## src/rtl/decode_pkg.sv

```systemverilog
// Shared parameters for the decode stage: default widths and opcode-field
// constants (ALU flag bit position, aluop width).
package decode_pkg;

  localparam int WORD_W  = 16;
  localparam int NIB_W   = 4;
  localparam int ALUOP_W = 3;

  // The ALU flag is the opcode MSB; when it is clear the op is an ALU op.
  function automatic int alu_flag_bit(input int nib_w);
    return nib_w - 1;
  endfunction

endpackage

```

## src/rtl/decode_scoreboard.sv

```systemverilog
// Pending-write bitmap: hazard check on the incoming instruction, set of
// the destination on an ALU accept, clear on writeback (set wins).
// Ports: clk, reset (sync, active-high); wb_valid_i/wb_reg_i writeback;
// rd_i/rs1_i/rs2_i/is_alu_i incoming fields; set_i accept of an ALU op;
// hazard_o stall request; busy_o current bitmap.
module decode_scoreboard
  import decode_pkg::*;
#(
  parameter int NIB_WIDTH = NIB_W
) (
  input  logic                    clk,
  input  logic                    reset,
  input  logic                    wb_valid_i,
  input  logic [NIB_WIDTH-1:0]    wb_reg_i,
  input  logic [NIB_WIDTH-1:0]    rd_i,
  input  logic [NIB_WIDTH-1:0]    rs1_i,
  input  logic [NIB_WIDTH-1:0]    rs2_i,
  input  logic                    is_alu_i,
  input  logic                    set_i,
  output logic                    hazard_o,
  output logic [2**NIB_WIDTH-1:0] busy_o
);

  localparam int R = 2**NIB_WIDTH;

  logic [R-1:0] busy_q, busy_d;
  logic [R-1:0] clr, eff;

  always_comb begin
    clr = '0;
    if (wb_valid_i) clr[wb_reg_i] = 1'b1;
  end

  // Same-cycle writeback already counts as retired for the stall check.
  assign eff = busy_q & ~clr;

  assign hazard_o = eff[rd_i]
                  | (is_alu_i & (eff[rs1_i] | eff[rs2_i]));

  always_comb begin
    busy_d = eff;
    if (set_i) busy_d[rd_i] = 1'b1;
  end

  always_ff @(posedge clk) begin
    if (reset) busy_q <= '0;
    else       busy_q <= busy_d;
  end

  assign busy_o = busy_q;

endmodule

```

## src/rtl/decode_stage.sv

```systemverilog
// Decode stage: splits instr into opcode/reg1/reg2/reg3 behind a one-deep
// valid/ready output register, with optional scoreboard stall.
// Ports: clk, reset (sync, active-high); in_valid/in_ready/instr input
// side; out_valid/out_ready plus opcode, reg1..3, smallval, bigval,
// isaluop, aluop output side; wb_valid/wb_reg writeback; busy bitmap.
// Build option: DECODE_SCOREBOARD_EN enables the pending-write scoreboard;
// otherwise hazard and busy are tied to 0 and writeback is ignored.
module decode_stage
  import decode_pkg::*;
#(
  parameter int WORD_WIDTH = WORD_W,
  parameter int NIB_WIDTH  = NIB_W
) (
  input  logic                    clk,
  input  logic                    reset,
  input  logic                    in_valid,
  output logic                    in_ready,
  input  logic [WORD_WIDTH-1:0]   instr,
  output logic                    out_valid,
  input  logic                    out_ready,
  output logic [NIB_WIDTH-1:0]    opcode,
  output logic [NIB_WIDTH-1:0]    reg1,
  output logic [NIB_WIDTH-1:0]    reg2,
  output logic [NIB_WIDTH-1:0]    reg3,
  output logic [NIB_WIDTH-1:0]    smallval,
  output logic [2*NIB_WIDTH-1:0]  bigval,
  output logic                    isaluop,
  output logic [ALUOP_W-1:0]      aluop,
  input  logic                    wb_valid,
  input  logic [NIB_WIDTH-1:0]    wb_reg,
  output logic [2**NIB_WIDTH-1:0] busy
);

  localparam int N  = NIB_WIDTH;
  localparam int AF = alu_flag_bit(NIB_WIDTH);

  if (WORD_WIDTH != 4*NIB_WIDTH || NIB_WIDTH < ALUOP_W)
  begin : g_bad_cfg
    $error("decode_stage: need WORD_WIDTH == 4*NIB_WIDTH");
  end

  logic [N-1:0] f_op, f_r1, f_r2, f_r3;
  logic         f_alu;

  assign {f_op, f_r1, f_r2, f_r3} = instr;
  assign f_alu = !f_op[AF];

  logic         valid_q, valid_d;
  logic [N-1:0] op_q, op_d;
  logic [N-1:0] r1_q, r1_d;
  logic [N-1:0] r2_q, r2_d;
  logic [N-1:0] r3_q, r3_d;
  logic         alu_q, alu_d;
  logic         hazard;
  logic         acc;

  assign in_ready = (!valid_q || out_ready) && !hazard && !reset;
  assign acc      = in_valid && in_ready;

`ifdef DECODE_SCOREBOARD_EN
  decode_scoreboard #(
    .NIB_WIDTH (N)
  ) u_sb (
    .clk        (clk),
    .reset      (reset),
    .wb_valid_i (wb_valid),
    .wb_reg_i   (wb_reg),
    .rd_i       (f_r1),
    .rs1_i      (f_r2),
    .rs2_i      (f_r3),
    .is_alu_i   (f_alu),
    .set_i      (acc && f_alu),
    .hazard_o   (hazard),
    .busy_o     (busy)
  );
`else
  logic unused_wb;
  assign unused_wb = ^{wb_valid, wb_reg};
  assign hazard    = 1'b0;
  assign busy      = '0;
`endif

  always_comb begin
    valid_d = valid_q;
    op_d    = op_q;
    r1_d    = r1_q;
    r2_d    = r2_q;
    r3_d    = r3_q;
    alu_d   = alu_q;
    if (acc) begin
      valid_d = 1'b1;
      op_d    = f_op;
      r1_d    = f_r1;
      r2_d    = f_r2;
      r3_d    = f_r3;
      alu_d   = f_alu;
    end else if (out_ready) begin
      valid_d = 1'b0;
    end
  end

  always_ff @(posedge clk) begin
    if (reset) begin
      valid_q <= 1'b0;
      op_q    <= '0;
      r1_q    <= '0;
      r2_q    <= '0;
      r3_q    <= '0;
      alu_q   <= 1'b0;
    end else begin
      valid_q <= valid_d;
      op_q    <= op_d;
      r1_q    <= r1_d;
      r2_q    <= r2_d;
      r3_q    <= r3_d;
      alu_q   <= alu_d;
    end
  end

  assign out_valid = valid_q;
  assign opcode    = op_q;
  assign reg1      = r1_q;
  assign reg2      = r2_q;
  assign reg3      = r3_q;
  assign smallval  = r3_q;
  assign bigval    = {r2_q, r3_q};
  assign isaluop   = alu_q;
  assign aluop     = op_q[ALUOP_W-1:0];

endmodule
```

## config.mk

```make
export PLATFORM = sky130hd
export DESIGN_NAME = decode_stage
export DESIGN_NICKNAME = d
export VERILOG_FILES = /design/src/rtl/decode_pkg.sv /design/src/rtl/decode_scoreboard.sv /design/src/rtl/decode_stage.sv
export SDC_FILE = /design/constraint.sdc
export NUM_CORES = 1
export LEC_CHECK = 0
export CORE_MARGIN = 4
export CORE_UTILIZATION = 35
export DETAILED_ROUTE_END_ITERATION = 16
export PLACE_DENSITY_LB_ADDON = 0.05
export RECOVER_POWER = 100
export SLEW_MARGIN = 10
export SYNTH_ARGS = -nofsm -noshare
export SYNTH_HDL_FRONTEND = slang
export SYNTH_HIERARCHICAL = 1
export SYNTH_SLANG_ARGS = --single-unit
```

## constraint.sdc

```tcl
create_clock -name clk -period 1.5 [get_ports clk]
set_input_delay 0.45 -clock clk [delete_from_list [all_inputs] [get_ports clk]]
set_output_delay 0.45 -clock clk [all_outputs]
set_load 0.01 [all_outputs]
```

### After elaboration in Yosys (flattened, before gate mapping)

Cells that the tools add are included.

* register bits: 18
* input bits: 25
* output and inout port bits: 50
* word-level logic and storage cells: 15

* mux-type cells: 2
* reductions and logical operators: 7

Operators with widths (number)
* zero test 1 bit: 3
* logical AND 1 bit: 2
* two-way mux 1 bit: 2
* nonzero test 2 bit: 1
* logical OR 1 bit: 1

### Depth between registers and ports, before layout

Gate-level depths: netlist of run 1.

* depth after elaboration: 5
* mapped depth: 5
* depth with buffers taken out: 3

### Least setup slack after synthesis of run 1

Ideal clock, no wire load.

* path kind: input -> output
* start point: in reset
* end point: out in_ready
* arrival time: 959 ps
* data required time: 1050 ps
* setup slack: 91 ps
* cell stages on the path: 3
* buffers on the path: 2
* cell sequence: buf_4 > buf_4 > nor2_1

* cells in the longest elaborated chain, start to end: 2

Ends and longest elaborated chain
* start: declaration: RTL line decode_stage.sv:15 `input logic reset,`
* zero test 1 bit: RTL line decode_stage.sv:57 `assign in_ready = (!valid_q || out_ready) && !hazard && !reset;`
* logical AND 1 bit: RTL line decode_stage.sv:57
* end: declaration: RTL line decode_stage.sv:17 `output logic in_ready,`

Every way passes these cells.

### Worst setup path in the final report of run 1

* start point: reg valid_q (netlist: out_valid)
* end point: out in_ready

* cells in the longest elaborated chain, start to end: 3

Ends and longest elaborated chain
* start: declaration: RTL line decode_stage.sv:48 `logic valid_q, valid_d;`
* start signal: assignment: RTL line decode_stage.sv:111 `valid_q <= valid_d;`
* zero test 1 bit: RTL line decode_stage.sv:57
* logical OR 1 bit: RTL line decode_stage.sv:57
* logical AND 1 bit: RTL line decode_stage.sv:57

Every way passes these cells.

==> impl_metrics.env, run 1 <==
export IMPL_grt_pass1_wl_mm=4.08
export IMPL_dr_pass1_iters=4
export IMPL_crit_buf_inv=1
export IMPL_antenna_found_initial=0
export IMPL_arrival_ns=0.99
export IMPL_port_buffers=53
export IMPL_track_usage_pct=12.5
export IMPL_die_y_microns=63.3
export IMPL_dp_slack_ns=-0.698
export IMPL_crit_chain="and2b_4 > nor2_2 > clkbuf_2"
export IMPL_rsz0062_at_grt="no"
export IMPL_cts_inserted_buffers=3
export IMPL_hold_viol=0
export IMPL_p_leak_nw=0.657
export IMPL_end_kind="output pin"
export IMPL_worstPathRequired_ns=1.05
export IMPL_dr_first_iter_drc_count=17
export IMPL_fmax_mhz=695
export IMPL_antenna_cells=0
export IMPL_filler_cell_count=294
export IMPL_worstSkewPairLatency_ns=0.28
export IMPL_cts_tree="yes"
export IMPL_grt_max_degree=19
export IMPL_maxSlewViolCount=0
export IMPL_synthCells=113
export IMPL_place_gp_congestion=0.642
export IMPL_multiInputGateArea_sq_um=398
export IMPL_ys_warnings_count=6
export IMPL_clock_skew_ns=0.000646
export IMPL_power_density_mw_per_mm2=749
export IMPL_use_met3_pct=3.91
export IMPL_status="complete, no violations"
export IMPL_slowest_delay_ns=0.34
export IMPL_avgSynthCellArea_sq_um=9.48
export IMPL_synth_cell_types=17
export IMPL_fin_crit_ns=1.44
export IMPL_start_util_pct=37.9
export IMPL_met1_usage_pct=14.1
export IMPL_fin_crit_sh_pct=95.9
export IMPL_ys_ff_latch=18
export IMPL_routedWlPerCell_microns=13.2
export IMPL_start_kind="flop"
export IMPL_ioPinCount=75
export IMPL_path_class="flop to output pin"
export IMPL_drc=0
export IMPL_drive_above_1_share_pct=19.7
export IMPL_cpMaxStageDelayCell="dfxtp_2"
export IMPL_holdWs_ns=0.479
export IMPL_regArea_sq_um=362
export IMPL_path_clk_slew_ns=0.10
export IMPL_vias=856
export IMPL_top_usage_layer="met2"
export IMPL_htree_levels=1
export IMPL_hold_path_class="flop to flop"
export IMPL_cts_hold_buf=0
export IMPL_vias_per_cell=4.68
export IMPL_syn_cell_area_sq_mm=0.00107
export IMPL_grt_pass1_vias=860
export IMPL_peakVddDrop_uv=350
export IMPL_syn_to_final_growth_pct=27.8
export IMPL_die_area_sq_mm=0.00401
export IMPL_core_region_area_sq_mm=0.00283
export IMPL_dpl_hpwl_mm=1.77
export IMPL_die_x_microns=63.3
export IMPL_wirelength_mm=2.41
export IMPL_gr_total_overflow=0
export IMPL_rows=19
export IMPL_ys_seq_area_share_pct=33.6
export IMPL_nets=179
export IMPL_clock_sinks=18
export IMPL_cp_max_fo=2
export IMPL_drv_cap=0
export IMPL_root_buffer="clkbuf_4"
export IMPL_crit_family="flip-flops"
export IMPL_antenna_left=0
export IMPL_cts_buffer_depth=2
export IMPL_finalSetupViolCount=0
export IMPL_setup_slack_ns=0.0610
export IMPL_grtUsageMet2_pct=22.8
## path summary, 6_finish.rpt
path / from / to / slack [ns] / depth (start not counted)
max: out_valid$_SDFFE_PP0P_ / in_ready / 0.06 / 3
min: reg1[3]$_SDFFE_PP0P_ / reg1[3]$_SDFFE_PP0P_ / 0.48 / 2
max reg2reg: out_valid$_SDFFE_PP0P_ / reg1[2]$_SDFFE_PP0P_ / 0.41 / 4
min reg2reg: reg1[3]$_SDFFE_PP0P_ / reg1[3]$_SDFFE_PP0P_ / 0.48 / 2
## synth_stat cells (all sizes together)
cell / instances / area [sq um]
conb: 1 / 3.75
inv: 1 / 6.26
nand2b: 1 / 8.76
a311oi: 1 / 15.0
and2b: 1 / 10.0
nor2: 1 / 3.75
buf: 39 / 332
o21ai: 16 / 114
a21oi: 18 / 128
dfxtp: 18 / 360
nand3: 16 / 90.1
## area by class of cell
| type | count | area share [%] |
|---|---|---|
| clock buffer | 3 | 1.65 |
| tap | 31 | 2.83 |
| inverter | 1 | 0.274 |
| timing repair buffer | 60 | 39.8 |
| multi-input combinational | 70 | 29.1 |
| sequential | 18 | 26.4 |
## power breakdown
group / internal [mW] / switching (mW) / leakage (nW)
Sequential: 0.507 / 0.0154 / 0.149
Clock: 0.0931 / 0.141 / 0.0138
Combinational: 0.133 / 0.136 / 0.494
Total: 0.734 / 0.292 / 0.657
## logic make-up (layout without fill, tap and decap cells)
group                  Yosys count  in the layout  share of synthesized area, %
other                            1             16                         0.350
flip-flops                      18             18                          33.6
buffers and inverters           40             64                          31.5
AO/OA/AOI/OAI                   35             35                          23.9
AND/OR/NAND/NOR                 19             19                          10.5
## metal layers
metal | vias up | routed length (microns)
met2 | 41 | 1210
met3 | 2 | 238
li1 | 417 | -
met1 | 396 | 943
met4 | 0 | 13
met5 | - | 0
## cell usage in the layout, fill, tap and decap left out, drive strengths merged
master         count
nor2               1
buf                7
and2b              1
clkbuf             5
o21ai             16
clkdlybuf4s15      1
a21oi             18
inv                1
dlygate4sd2       33
clkdlybuf4s50     17
nand3             16
dfxtp             18
nand2b             1
conb              16
a311oi             1
## timing repair
item / in CTS / in global routing
resized for setup: 40 / 4
setup buffers: 0 / 0
setup endpoints to repair: 34 / 2
pin swaps: 1 / 1
gates cloned: 0 / 0
## worst min-delay path, stage by stage (launching register included)
cell     delay [ns]
dfxtp_1        0.32
o21ai_0        0.06
a21oi_1        0.06
## registers in the layout, indices dropped and copies added, names as in the netlist
| name | flops |
|---|---|
| reg2 | 4 |
| out_valid | 1 |
| isaluop | 1 |
| opcode | 4 |
| reg3 | 4 |
| reg1 | 4 |
## stage by stage
stage	area (sq um)	util, %	TNS [ns]	total power, mW	cells
after floorplan	1130	-	0	0.754	128
after global placement	1430	50.6	-2.97	0.856	180
after detailed placement	1430	50.6	-3.06	0.859	180
after CTS	1410	49.7	0	1.05	183
after global routing	1370	48.4	0	1.09	183
final	1370	48.4	0	1.03	183
Note: power is estimated with default switching activity, not from simulation.
==> run 2, diff against run 1 <==
Settings changed: CORE_UTILIZATION 35 to 31.
Clock period 1.5 ns to 1.2 ns, I/O delays scaled along.
==> impl_metrics.env, run 2 (synthesis results as in run 1) <==
export IMPL_mostFrequentLayoutCells="18 x a21oi_2, 16 x conb_1, 16 x clkdlybuf4s50_1"
export IMPL_path_clk_slew_ns=0.11
export IMPL_crit_end="in_ready"
export IMPL_cts_inserted_buffers=3
export IMPL_cts_hold_buf=0
export IMPL_end_kind="output pin"
export IMPL_clock_skew_ns=0.00185
export IMPL_syn_to_final_growth_pct=58.5
export IMPL_core_region_area_sq_mm=0.00334
export IMPL_fin_cells=216
export IMPL_whs_path_depth=3
export IMPL_vias=913
export IMPL_peakVddDrop_uv=664
export IMPL_worstSetupStartpoint="out_valid$_SDFFE_PP0P_"
export IMPL_antenna_left=0
export IMPL_power_mw=1.51
export IMPL_track_usage_pct=12.1
export IMPL_htree_levels=1
export IMPL_drv_cap=0
export IMPL_worstSkewPairLatency_ns=0.29
export IMPL_rows=21
export IMPL_maxSlewViolCount=0
export IMPL_routedWlPerCell_microns=13.3
export IMPL_final_util_pct=50.9
export IMPL_fin_setup_tns_ns=-0.582
export IMPL_antenna_cells=0
export IMPL_gr_total_overflow=0
export IMPL_start_kind="flop"
export IMPL_dr_pass1_iters=3
export IMPL_path_class="flop to output pin"
export IMPL_cts_tree="yes"
export IMPL_clock_sinks=18
export IMPL_arrival_ns=0.99
export IMPL_fin_crit_ns=1.35
export IMPL_failed_checks="negative setup slack"
export IMPL_status="complete, but fails checks"
export IMPL_setup_slack_ns=-0.150
export IMPL_grt_max_degree=19
export IMPL_r2r_slack_ns=-0.05
export IMPL_dpl_hpwl_mm=1.84
export IMPL_power_density_mw_per_mm2=889
export IMPL_grt_pass1_wl_mm=4.07
export IMPL_root_buffer="clkbuf_4"
export IMPL_die_area_sq_mm=0.00446
export IMPL_hold_path_class="input pin to flop"
export IMPL_port_buffers=53
export IMPL_finalSetupViolCount=18
export IMPL_filler_cell_count=359
export IMPL_start_util_pct=32.1
export IMPL_timing_rr_end="reg3[3]$_SDFFE_PP0P_"
export IMPL_wirelength_mm=2.87
export IMPL_ioPinCount=75
export IMPL_rsz0062_at_grt="yes"
export IMPL_rr_worst_depth=7
export IMPL_nets=196
export IMPL_vias_per_cell=4.23
export IMPL_hold_viol=0
export IMPL_p_leak_nw=0.746
export IMPL_cts_buffer_depth=2
export IMPL_cp_max_fo=2
export IMPL_place_gp_congestion=0.629
export IMPL_r2r_start="out_valid$_SDFFE_PP0P_"
export IMPL_antenna_found_initial=0
export IMPL_drc=0
export IMPL_worstPathRequired_ns=0.84
export IMPL_die_x_microns=66.8
export IMPL_fin_crit_sh_pct=113
export IMPL_fmax_mhz=741
export IMPL_dr_first_iter_drc_count=15
export IMPL_die_y_microns=66.8
export IMPL_dp_cells=204
export IMPL_final_common_cell="a21oi_2"
export IMPL_grt_pass1_vias=847
export IMPL_drive_above_1_share_pct=70.0
-- run 2: cell count changes in the layout (fill, tap and decap cells not counted), moves of 11 or more --
cell           delta
nand3_1          -13
buf_2            +15
buf_6            +15
o21ai_0          -11
dlygate4sd2_1    -32
-- run 2: worst min path at each step --
| stage | startpoint | end | slack [ns] |
|---|---|---|---|
| detailed placement | reg1[1]$_SDFFE_PP0P_ | reg1[1]$_SDFFE_PP0P_ | 0.47 |
| floorplan | instr[15] | isaluop$_SDFFE_PP0P_ | 0.47 |
| global route | in_valid | isaluop$_SDFFE_PP0P_ | 0.47 |
| CTS | reg1[1]$_SDFFE_PP0P_ | reg1[1]$_SDFFE_PP0P_ | 0.48 |
| finish | in_valid | isaluop$_SDFFE_PP0P_ | 0.48 |
| global placement | reg1[1]$_SDFFE_PP0P_ | reg1[1]$_SDFFE_PP0P_ | 0.46 |
-- run 2: what timing repair did --
action	CTS	global route
cloned	1	0
pin swaps	6	20
setup buffers	5	3
setup endpoints to repair	50	28
resized for setup	169	37
-- run 2: cell type report --
class                      instances  area [sq um]  share of cell area, %
timing repair buffer              77           651                   38.3
tap                               46          57.6                   3.39
sequential                        18           378                   22.3
inverter                           1          6.26                  0.368
multi-input combinational         70           569                   33.5
clock buffer                       4          36.3                   2.14
-- run 2: per-layer routing --
metal  share of wire, %  GRT usage (%)  wire, microns  vias to the layer above
met4               0.66           3.05             19                        0
met5                  0              0              0                        -
met2                 52           19.8           1490                       40
li1                   -              -              -                      455
met1                 37           14.4           1050                      416
met3                 11           5.40            308                        2
-- run 2: critical path, stage by stage (launching register included) --
cell	delay, ns
dfxtp_2	0.34
and2b_4	0.16
nor2_2	0.07
buf_2	0.13
-- run 2: power by group --
group	total [mW]	internal, mW	leakage [nW]	switching (mW)
registers	0.662	0.635	0.153	0.0264
logic	0.467	0.240	0.573	0.227
clock network	0.381	0.185	0.0210	0.196
-- run 2: metrics by stage --
| stage | worst slack, ns | cell area (sq um) | hold WS [ns] |
|---|---|---|---|
| 4_1_cts | -0.165 | 1520 | 0.482 |
| 2_1_floorplan | 0.00607 | 1130 | 0.472 |
| 3_5_place_dp | -0.797 | 1520 | 0.471 |
| 3_3_place_gp | -0.805 | 1520 | 0.463 |
| 6_report | -0.150 | 1700 | 0.479 |
| 5_1_grt | -0.195 | 1700 | 0.471 |
